**config.mk**
```make
export PLATFORM = sky130hd
export DESIGN_NAME = esc_seq_decoder
export DESIGN_NICKNAME = d
export VERILOG_FILES = /design/src/rtl/esc_seq_decoder.sv
export SDC_FILE = /design/constraint.sdc
export NUM_CORES = 1
export LEC_CHECK = 0
export ABC_CLOCK_PERIOD_IN_PS = 3460
export CORE_MARGIN = 4
export CORE_UTILIZATION = 53
export CTS_CLUSTER_SIZE = 8
export DETAILED_ROUTE_END_ITERATION = 10
export PLACE_DENSITY = 0.8
export SKIP_LAST_GASP = 1
export SLEW_MARGIN = 20
export SYNTH_ARGS = -nofsm -noshare
export SYNTH_HDL_FRONTEND = slang
export SYNTH_SLANG_ARGS = --single-unit
```
**constraint.sdc**
```tcl
create_clock -name clk -period 3.46 [get_ports clk]
set_input_delay 1.038 -clock clk [delete_from_list [all_inputs] [get_ports clk]]
set_output_delay 1.038 -clock clk [all_outputs]
set_load 0.01 [all_outputs]
```
**src/rtl/esc_seq_decoder.sv**
```systemverilog
// Terminal-input escape-sequence decoder: turns a keyboard/UART byte stream into
// editing commands (cursor, home/end/insert/delete, backspace, enter, lone ESC) or printable chars.
module esc_seq_decoder #(
  parameter int PARAM_W     = 8,
  parameter int TIMEOUT_CYC = 1000,
  parameter int MAX_DIGITS  = 3
) (
  input  logic               clk,
  input  logic               rst_n,
  input  logic [7:0]         rx_data,
  input  logic               rx_valid,
  output logic               cmd_valid,
  output logic [3:0]         cmd_code,
  output logic [PARAM_W-1:0] cmd_param,
  output logic               char_valid,
  output logic [7:0]         char_data,
  output logic               seq_error
);

  localparam int TO_W  = (TIMEOUT_CYC > 2) ? $clog2(TIMEOUT_CYC) : 1;
  localparam int DC_W  = (MAX_DIGITS > 1) ? $clog2(MAX_DIGITS + 1) : 1;
  localparam int EXT_W = PARAM_W + 4;

  // The timeout fires on the idle cycle whose increment would reach TIMEOUT_CYC-1.
  localparam logic [TO_W-1:0]  TO_LAST = TO_W'(TIMEOUT_CYC - 2);
  localparam logic [DC_W-1:0]  DC_MAX  = DC_W'(MAX_DIGITS);
  localparam logic [EXT_W-1:0] ACC_MAX = EXT_W'({PARAM_W{1'b1}});

  localparam logic [7:0] B_ESC   = 8'h1B;
  localparam logic [7:0] B_LBR   = 8'h5B;
  localparam logic [7:0] B_BS    = 8'h08;
  localparam logic [7:0] B_CR    = 8'h0D;
  localparam logic [7:0] B_TILDE = 8'h7E;

  localparam logic [3:0] C_ESC    = 4'd0;
  localparam logic [3:0] C_UP     = 4'd1;
  localparam logic [3:0] C_DOWN   = 4'd2;
  localparam logic [3:0] C_RIGHT  = 4'd3;
  localparam logic [3:0] C_LEFT   = 4'd4;
  localparam logic [3:0] C_HOME   = 4'd5;
  localparam logic [3:0] C_INSERT = 4'd6;
  localparam logic [3:0] C_DELETE = 4'd7;
  localparam logic [3:0] C_END    = 4'd8;
  localparam logic [3:0] C_BS     = 4'd9;
  localparam logic [3:0] C_ENTER  = 4'd10;

  typedef enum logic [1:0] {
    ST_IDLE = 2'd0,
    ST_ESC  = 2'd1,
    ST_CSI  = 2'd2
  } state_t;

  typedef enum logic [1:0] {
    K_NONE = 2'd0,
    K_CMD  = 2'd1,
    K_CHAR = 2'd2,
    K_ERR  = 2'd3
  } kind_t;

  typedef struct packed {
    kind_t              kind;
    logic [3:0]         code;
    logic [PARAM_W-1:0] param;
    logic [7:0]         data;
  } tok_t;

  function automatic tok_t mk_cmd(input logic [3:0] code, input logic [PARAM_W-1:0] param);
    tok_t t;
    t       = '0;
    t.kind  = K_CMD;
    t.code  = code;
    t.param = param;
    return t;
  endfunction

  function automatic tok_t mk_err();
    tok_t t;
    t      = '0;
    t.kind = K_ERR;
    return t;
  endfunction

  // What a byte produces when seen outside any sequence (ESC itself is handled by the caller).
  function automatic tok_t idle_tok(input logic [7:0] b);
    tok_t t;
    t = '0;
    if (b == B_BS) begin
      t = mk_cmd(C_BS, {PARAM_W{1'b0}});
    end else if (b == B_CR) begin
      t = mk_cmd(C_ENTER, {PARAM_W{1'b0}});
    end else if (b >= 8'h20 && b <= 8'h7E) begin
      t.kind = K_CHAR;
      t.data = b;
    end
    return t;
  endfunction

  state_t             state_q, state_d;
  tok_t               pend_q, pend_d;
  tok_t               out_tok, tok_1, tok_2;
  logic [PARAM_W-1:0] acc_q;
  logic [DC_W-1:0]    dig_q;
  logic [TO_W-1:0]    to_q;

  logic               is_digit;
  logic               dig_full;
  logic               to_fire;
  logic [EXT_W-1:0]   acc_ext;
  logic [PARAM_W-1:0] acc_next;
  logic [PARAM_W-1:0] cur_param;

  assign is_digit  = (rx_data >= 8'h30) && (rx_data <= 8'h39);
  assign dig_full  = (dig_q == DC_MAX);
  assign to_fire   = (state_q == ST_ESC) && !rx_valid && (to_q == TO_LAST);
  assign acc_ext   = ({4'b0000, acc_q} * EXT_W'(10)) + EXT_W'(rx_data[3:0]);
  assign acc_next  = (acc_ext > ACC_MAX) ? ACC_MAX[PARAM_W-1:0] : acc_ext[PARAM_W-1:0];
  assign cur_param = (acc_q == '0) ? PARAM_W'(1) : acc_q;

  // State register, together with the one-entry pending output slot.
  always_ff @(posedge clk or negedge rst_n) begin
    if (!rst_n) begin
      state_q <= ST_IDLE;
      pend_q  <= '0;
    end else begin
      state_q <= state_d;
      pend_q  <= pend_d;
    end
  end

  always_comb begin
    state_d = state_q;
    if (rx_valid) begin
      case (state_q)
        ST_IDLE: if (rx_data == B_ESC) state_d = ST_ESC;
        ST_ESC: begin
          if (rx_data == B_LBR)      state_d = ST_CSI;
          else if (rx_data == B_ESC) state_d = ST_ESC;
          else                       state_d = ST_IDLE;
        end
        ST_CSI: begin
          if (is_digit)              state_d = dig_full ? ST_IDLE : ST_CSI;
          else if (rx_data == B_ESC) state_d = ST_ESC;
          else                       state_d = ST_IDLE;
        end
        default:                     state_d = ST_IDLE;
      endcase
    end else if (to_fire) begin
      state_d = ST_IDLE;
    end
  end

  // tok_1 is the byte's immediate result; tok_2 is the deferred output of a byte that ended an ESC.
  always_comb begin
    tok_1 = '0;
    tok_2 = '0;
    if (rx_valid) begin
      case (state_q)
        ST_IDLE: if (rx_data != B_ESC) tok_1 = idle_tok(rx_data);
        ST_ESC: begin
          if (rx_data == B_ESC) begin
            tok_1 = mk_cmd(C_ESC, {PARAM_W{1'b0}});
          end else if (rx_data != B_LBR) begin
            tok_1 = mk_cmd(C_ESC, {PARAM_W{1'b0}});
            tok_2 = idle_tok(rx_data);
          end
        end
        ST_CSI: begin
          if (is_digit) begin
            if (dig_full) tok_1 = mk_err();
          end else begin
            case (rx_data)
              8'h41:   tok_1 = mk_cmd(C_UP, cur_param);
              8'h42:   tok_1 = mk_cmd(C_DOWN, cur_param);
              8'h43:   tok_1 = mk_cmd(C_RIGHT, cur_param);
              8'h44:   tok_1 = mk_cmd(C_LEFT, cur_param);
              B_TILDE: begin
                if (acc_q == PARAM_W'(1))      tok_1 = mk_cmd(C_HOME, {PARAM_W{1'b0}});
                else if (acc_q == PARAM_W'(2)) tok_1 = mk_cmd(C_INSERT, {PARAM_W{1'b0}});
                else if (acc_q == PARAM_W'(3)) tok_1 = mk_cmd(C_DELETE, {PARAM_W{1'b0}});
                else if (acc_q == PARAM_W'(4)) tok_1 = mk_cmd(C_END, {PARAM_W{1'b0}});
                else                           tok_1 = mk_err();
              end
              default: tok_1 = mk_err();
            endcase
          end
        end
        default: tok_1 = '0;
      endcase
    end else if (to_fire) begin
      tok_1 = mk_cmd(C_ESC, {PARAM_W{1'b0}});
    end
  end

  // A pending output always goes first; whatever this cycle produced takes its place.
  always_comb begin
    if (pend_q.kind != K_NONE) begin
      out_tok = pend_q;
      pend_d  = tok_1;
    end else begin
      out_tok = tok_1;
      pend_d  = tok_2;
    end
  end

  always_ff @(posedge clk or negedge rst_n) begin
    if (!rst_n) begin
      acc_q <= '0;
      dig_q <= '0;
      to_q  <= '0;
    end else if (rx_valid) begin
      to_q <= '0;
      if (state_q == ST_ESC && rx_data == B_LBR) begin
        acc_q <= '0;
        dig_q <= '0;
      end else if (state_q == ST_CSI && is_digit && !dig_full) begin
        acc_q <= acc_next;
        dig_q <= dig_q + 1'b1;
      end
    end else if (state_q == ST_ESC) begin
      to_q <= to_q + 1'b1;
    end
  end

  // Registered outputs: pulses for one cycle, data fields hold between pulses.
  always_ff @(posedge clk or negedge rst_n) begin
    if (!rst_n) begin
      cmd_valid  <= 1'b0;
      cmd_code   <= '0;
      cmd_param  <= '0;
      char_valid <= 1'b0;
      char_data  <= '0;
      seq_error  <= 1'b0;
    end else begin
      cmd_valid  <= (out_tok.kind == K_CMD);
      char_valid <= (out_tok.kind == K_CHAR);
      seq_error  <= (out_tok.kind == K_ERR);
      if (out_tok.kind == K_CMD) begin
        cmd_code  <= out_tok.code;
        cmd_param <= out_tok.param;
      end
      if (out_tok.kind == K_CHAR) begin
        char_data <= out_tok.data;
      end
    end
  end

endmodule

```
==> results.ini <==
[sta]
relSlewSlack=0.361
rsz0062_at_grt=no
final.min_clock_period_ns=3.24
worst_pin_slew_ns=0.954
final_hold_viol_count=0
finalMaxSlewViolations=0
max_freq_mhz=308
fin_crit_sh=0.938
finalSetupViolCount=0
skew_ns=0.00647

[hold_path]
hold_path_class=flip-flop to flip-flop
worstHoldPathCells=1

[setup_path]
start_kind=primary input
worstSetupPathDepth=8
cp-end-kind=flip-flop
cp_max_fo=10
worstPathRequired_ns=3.68
path_delay_family=compound AO/OA/AOI/OAI gates
crit_chain=clkdlybuf4s50_1 > fa_1 > and2_1 > o21a_1 > nor2_1 > nand4_1 > a211oi_1 > o21ai_0
cp.arrival_ns=3.46
path_buf_inv=1
ff2ff_path_depth=9
slowest_delay_ns=0.62
path_class=primary input to flip-flop
crit_path_top_delay_cell=clkdlybuf4s50_1

[route]
wirelength_um=8060
drc=0
viasPerCell=5.86
vias=3034
wl_per_cell_um=15.6
dr.pass1.iters=5
drtAntennaViolNets=0
drt-initial-drc-count=310

[floorplan]
rows=30
die_x_um=93.1
die_h_um=93.1
die_area_mm2=0.00866
io_pins=34
start_util=0.555
coreArea_mm2=0.00691

[cts]
cts_resized=0
cts-root-buf=clkbuf_8
numCtsBuffers=9
clkTransAtPathRegs_ns=0.07
clk_latency_ns=0.34
postCtsSetupBuffers=0
hold_buffers=0
cts_tree=built
h-tree-depth=3
cts_sinks=67
cts.path.max_buffers=2

[logic_synthesis]
netlist_instances=375
async_flop_share=1.00
ys_seq_area_frac=0.437
synth_ff_type=dfrtp_1
ys_warn_count=0
synth_edf_count=0
synth.distinct_cells=60
syn_area_mm2=0.00383
avgSynthCellArea_um2=10.2
syn-num-nets=406
synth-seq-cells=67

[placed_design]
io_buffers=33
dpl.hpwl_um=6020
gp_congestion=0.923

[grt]
grt_usage=0.203
grt_pass1_wl_um=14000
grt_overflow=0
grt_pass1_vias=3022
grt_max_degree=39
antenna_found_initial=0

[power_and_ir_drop]
powerDensity_mw_per_mm2=345
leakagePower_nw=2.08
power.total_mw=1.56
ir_drop_v=0.000149

[cells_and_area]
fillers=572
insertedDiodeCount=0
final_util=0.655
final_nets=448
final_layout_size_suffix_gt1_frac=0.145
area_growth_pct=18.0

[flow_run]
timing.max_cap.violations=0

[status]
status=complete, no violations

## registers in the layout (all words and copies together) (netlist names)
| name | cells |
|---|---|
| acc_q | 8 |
| char_data | 8 |
| char_valid | 1 |
| cmd_code | 4 |
| cmd_param | 8 |
| cmd_valid | 1 |
| dig_q | 2 |
| pend_q | 22 |
| seq_error | 1 |
| state_q | 2 |
| to_q | 10 |
## layout by cell type (no fill, tap or decap), drive strengths merged, types with 4 or more instances in the layout
cell           netlist  final
dfrtp               67     67
nor2                36     36
clkdlybuf4s50        0     32
nand2               31     31
o21ai               23     23
mux2                19     19
ha                  18     18
and2                17     17
a22o                17     17
buf                  8     16
nand3               12     12
clkbuf               9     11
inv                 10     10
a211oi              10     10
nor3                 8      8
xor2                 8      8
xnor2                7      7
a21oi                6      6
nand4                5      5
nand3b               5      5
or3                  4      4
o41ai                4      4
## per-stage QoR
stage               hold slack, ns  instance area [um2]  setup WS (ns)  std cells  TNS, ns
floorplan                    0.468                 3830          0.682        375        0
global placement             0.486                 4330         0.0633        502        0
detailed placement           0.490                 4330        -0.0532        502   -0.168
CTS                          0.511                 4530          0.311        518        0
global route                 0.522                 4530         0.0337        518        0
finish                       0.508                 4530          0.215        518        0
## cell families after synthesis
kind of cell,synth area share
fa+ha+maj,0.0692
other cells,0.000978
compound gates,0.164
simple gates,0.195
flops,0.437
xor+xnor,0.0343
buf+inv,0.0323
mux,0.0672
## cell type report
type,count,area [um2],area share
multi-input combinational,281,2030,0.450
sequential,67,1680,0.370
timing repair buffer,48,463,0.102
clock buffer,11,141,0.0312
tap,96,120,0.0265
clock inverter,5,52.6,0.0116
inverter,10,37.5,0.00829
## layer usage
metal  vias up  GRT usage  wire length, um
met5         -          0                0
met4         0     0.0769              131
met3        12     0.0378              359
met2        87      0.330             3910
met1      1494      0.269             3660
li1       1441          -                -
## path summary, 6_finish.rpt
kind	startpoint	end	slack (ns)
setup / recovery	rx_data[2]	acc_q[3]$_DFFE_PN0P_	0.22
hold / removal	dig_q[0]$_DFFE_PN0P_	dig_q[0]$_DFFE_PN0P_	0.51
setup reg to reg	acc_q[1]$_DFFE_PN0P_	acc_q[3]$_DFFE_PN0P_	0.43
hold reg to reg	dig_q[0]$_DFFE_PN0P_	dig_q[0]$_DFFE_PN0P_	0.51
max in group asynchronous	rst_n	acc_q[0]$_DFFE_PN0P_	2.10
min in group asynchronous	rst_n	to_q[4]$_DFFE_PN0P_	0.73
## worst reg2reg max path: cells and delay by family, from the launching register on
kind	cells	cell delay (ns)
adders and majority gates	3	0.98
AOI/OAI and AO/OA	4	0.90
DFF	1	0.51
and+or+nand+nor	1	0.33
xor gates and xnor gates	1	0.18
## cell usage after synthesis, drive strengths merged, types with 3 or more instances
cell / count / share of area
ha: 18 / 0.059
xnor2: 7 / 0.016
buf: 8 / 0.013
a22oi: 3 / 0.0059
nand3b: 5 / 0.0098
xor2: 8 / 0.018
nand4: 5 / 0.0082
a211oi: 10 / 0.021
nor3: 8 / 0.010
or3: 4 / 0.0065
clkbuf: 9 / 0.0091
nor2: 36 / 0.037
inv: 10 / 0.0098
a21o: 3 / 0.0059
nand2b: 3 / 0.0049
nand2: 31 / 0.031
dfrtp: 67 / 0.44
o21ai: 23 / 0.030
nand3: 12 / 0.016
nand4b: 3 / 0.0069
a22o: 17 / 0.039
or2: 3 / 0.0049
a21oi: 6 / 0.0078
mux2: 19 / 0.065
and2: 17 / 0.028
o41ai: 4 / 0.014
nor4: 3 / 0.0049
## where the power goes
group | leakage, nW | internal (mW) | switching, mW
Combinational | 1.05 | 0.0579 | 0.0686
Clock | 0.0991 | 0.349 | 0.286
Sequential | 0.930 | 0.793 | 0.00596
No activity file was read; power rests on OpenSTA's default activity.
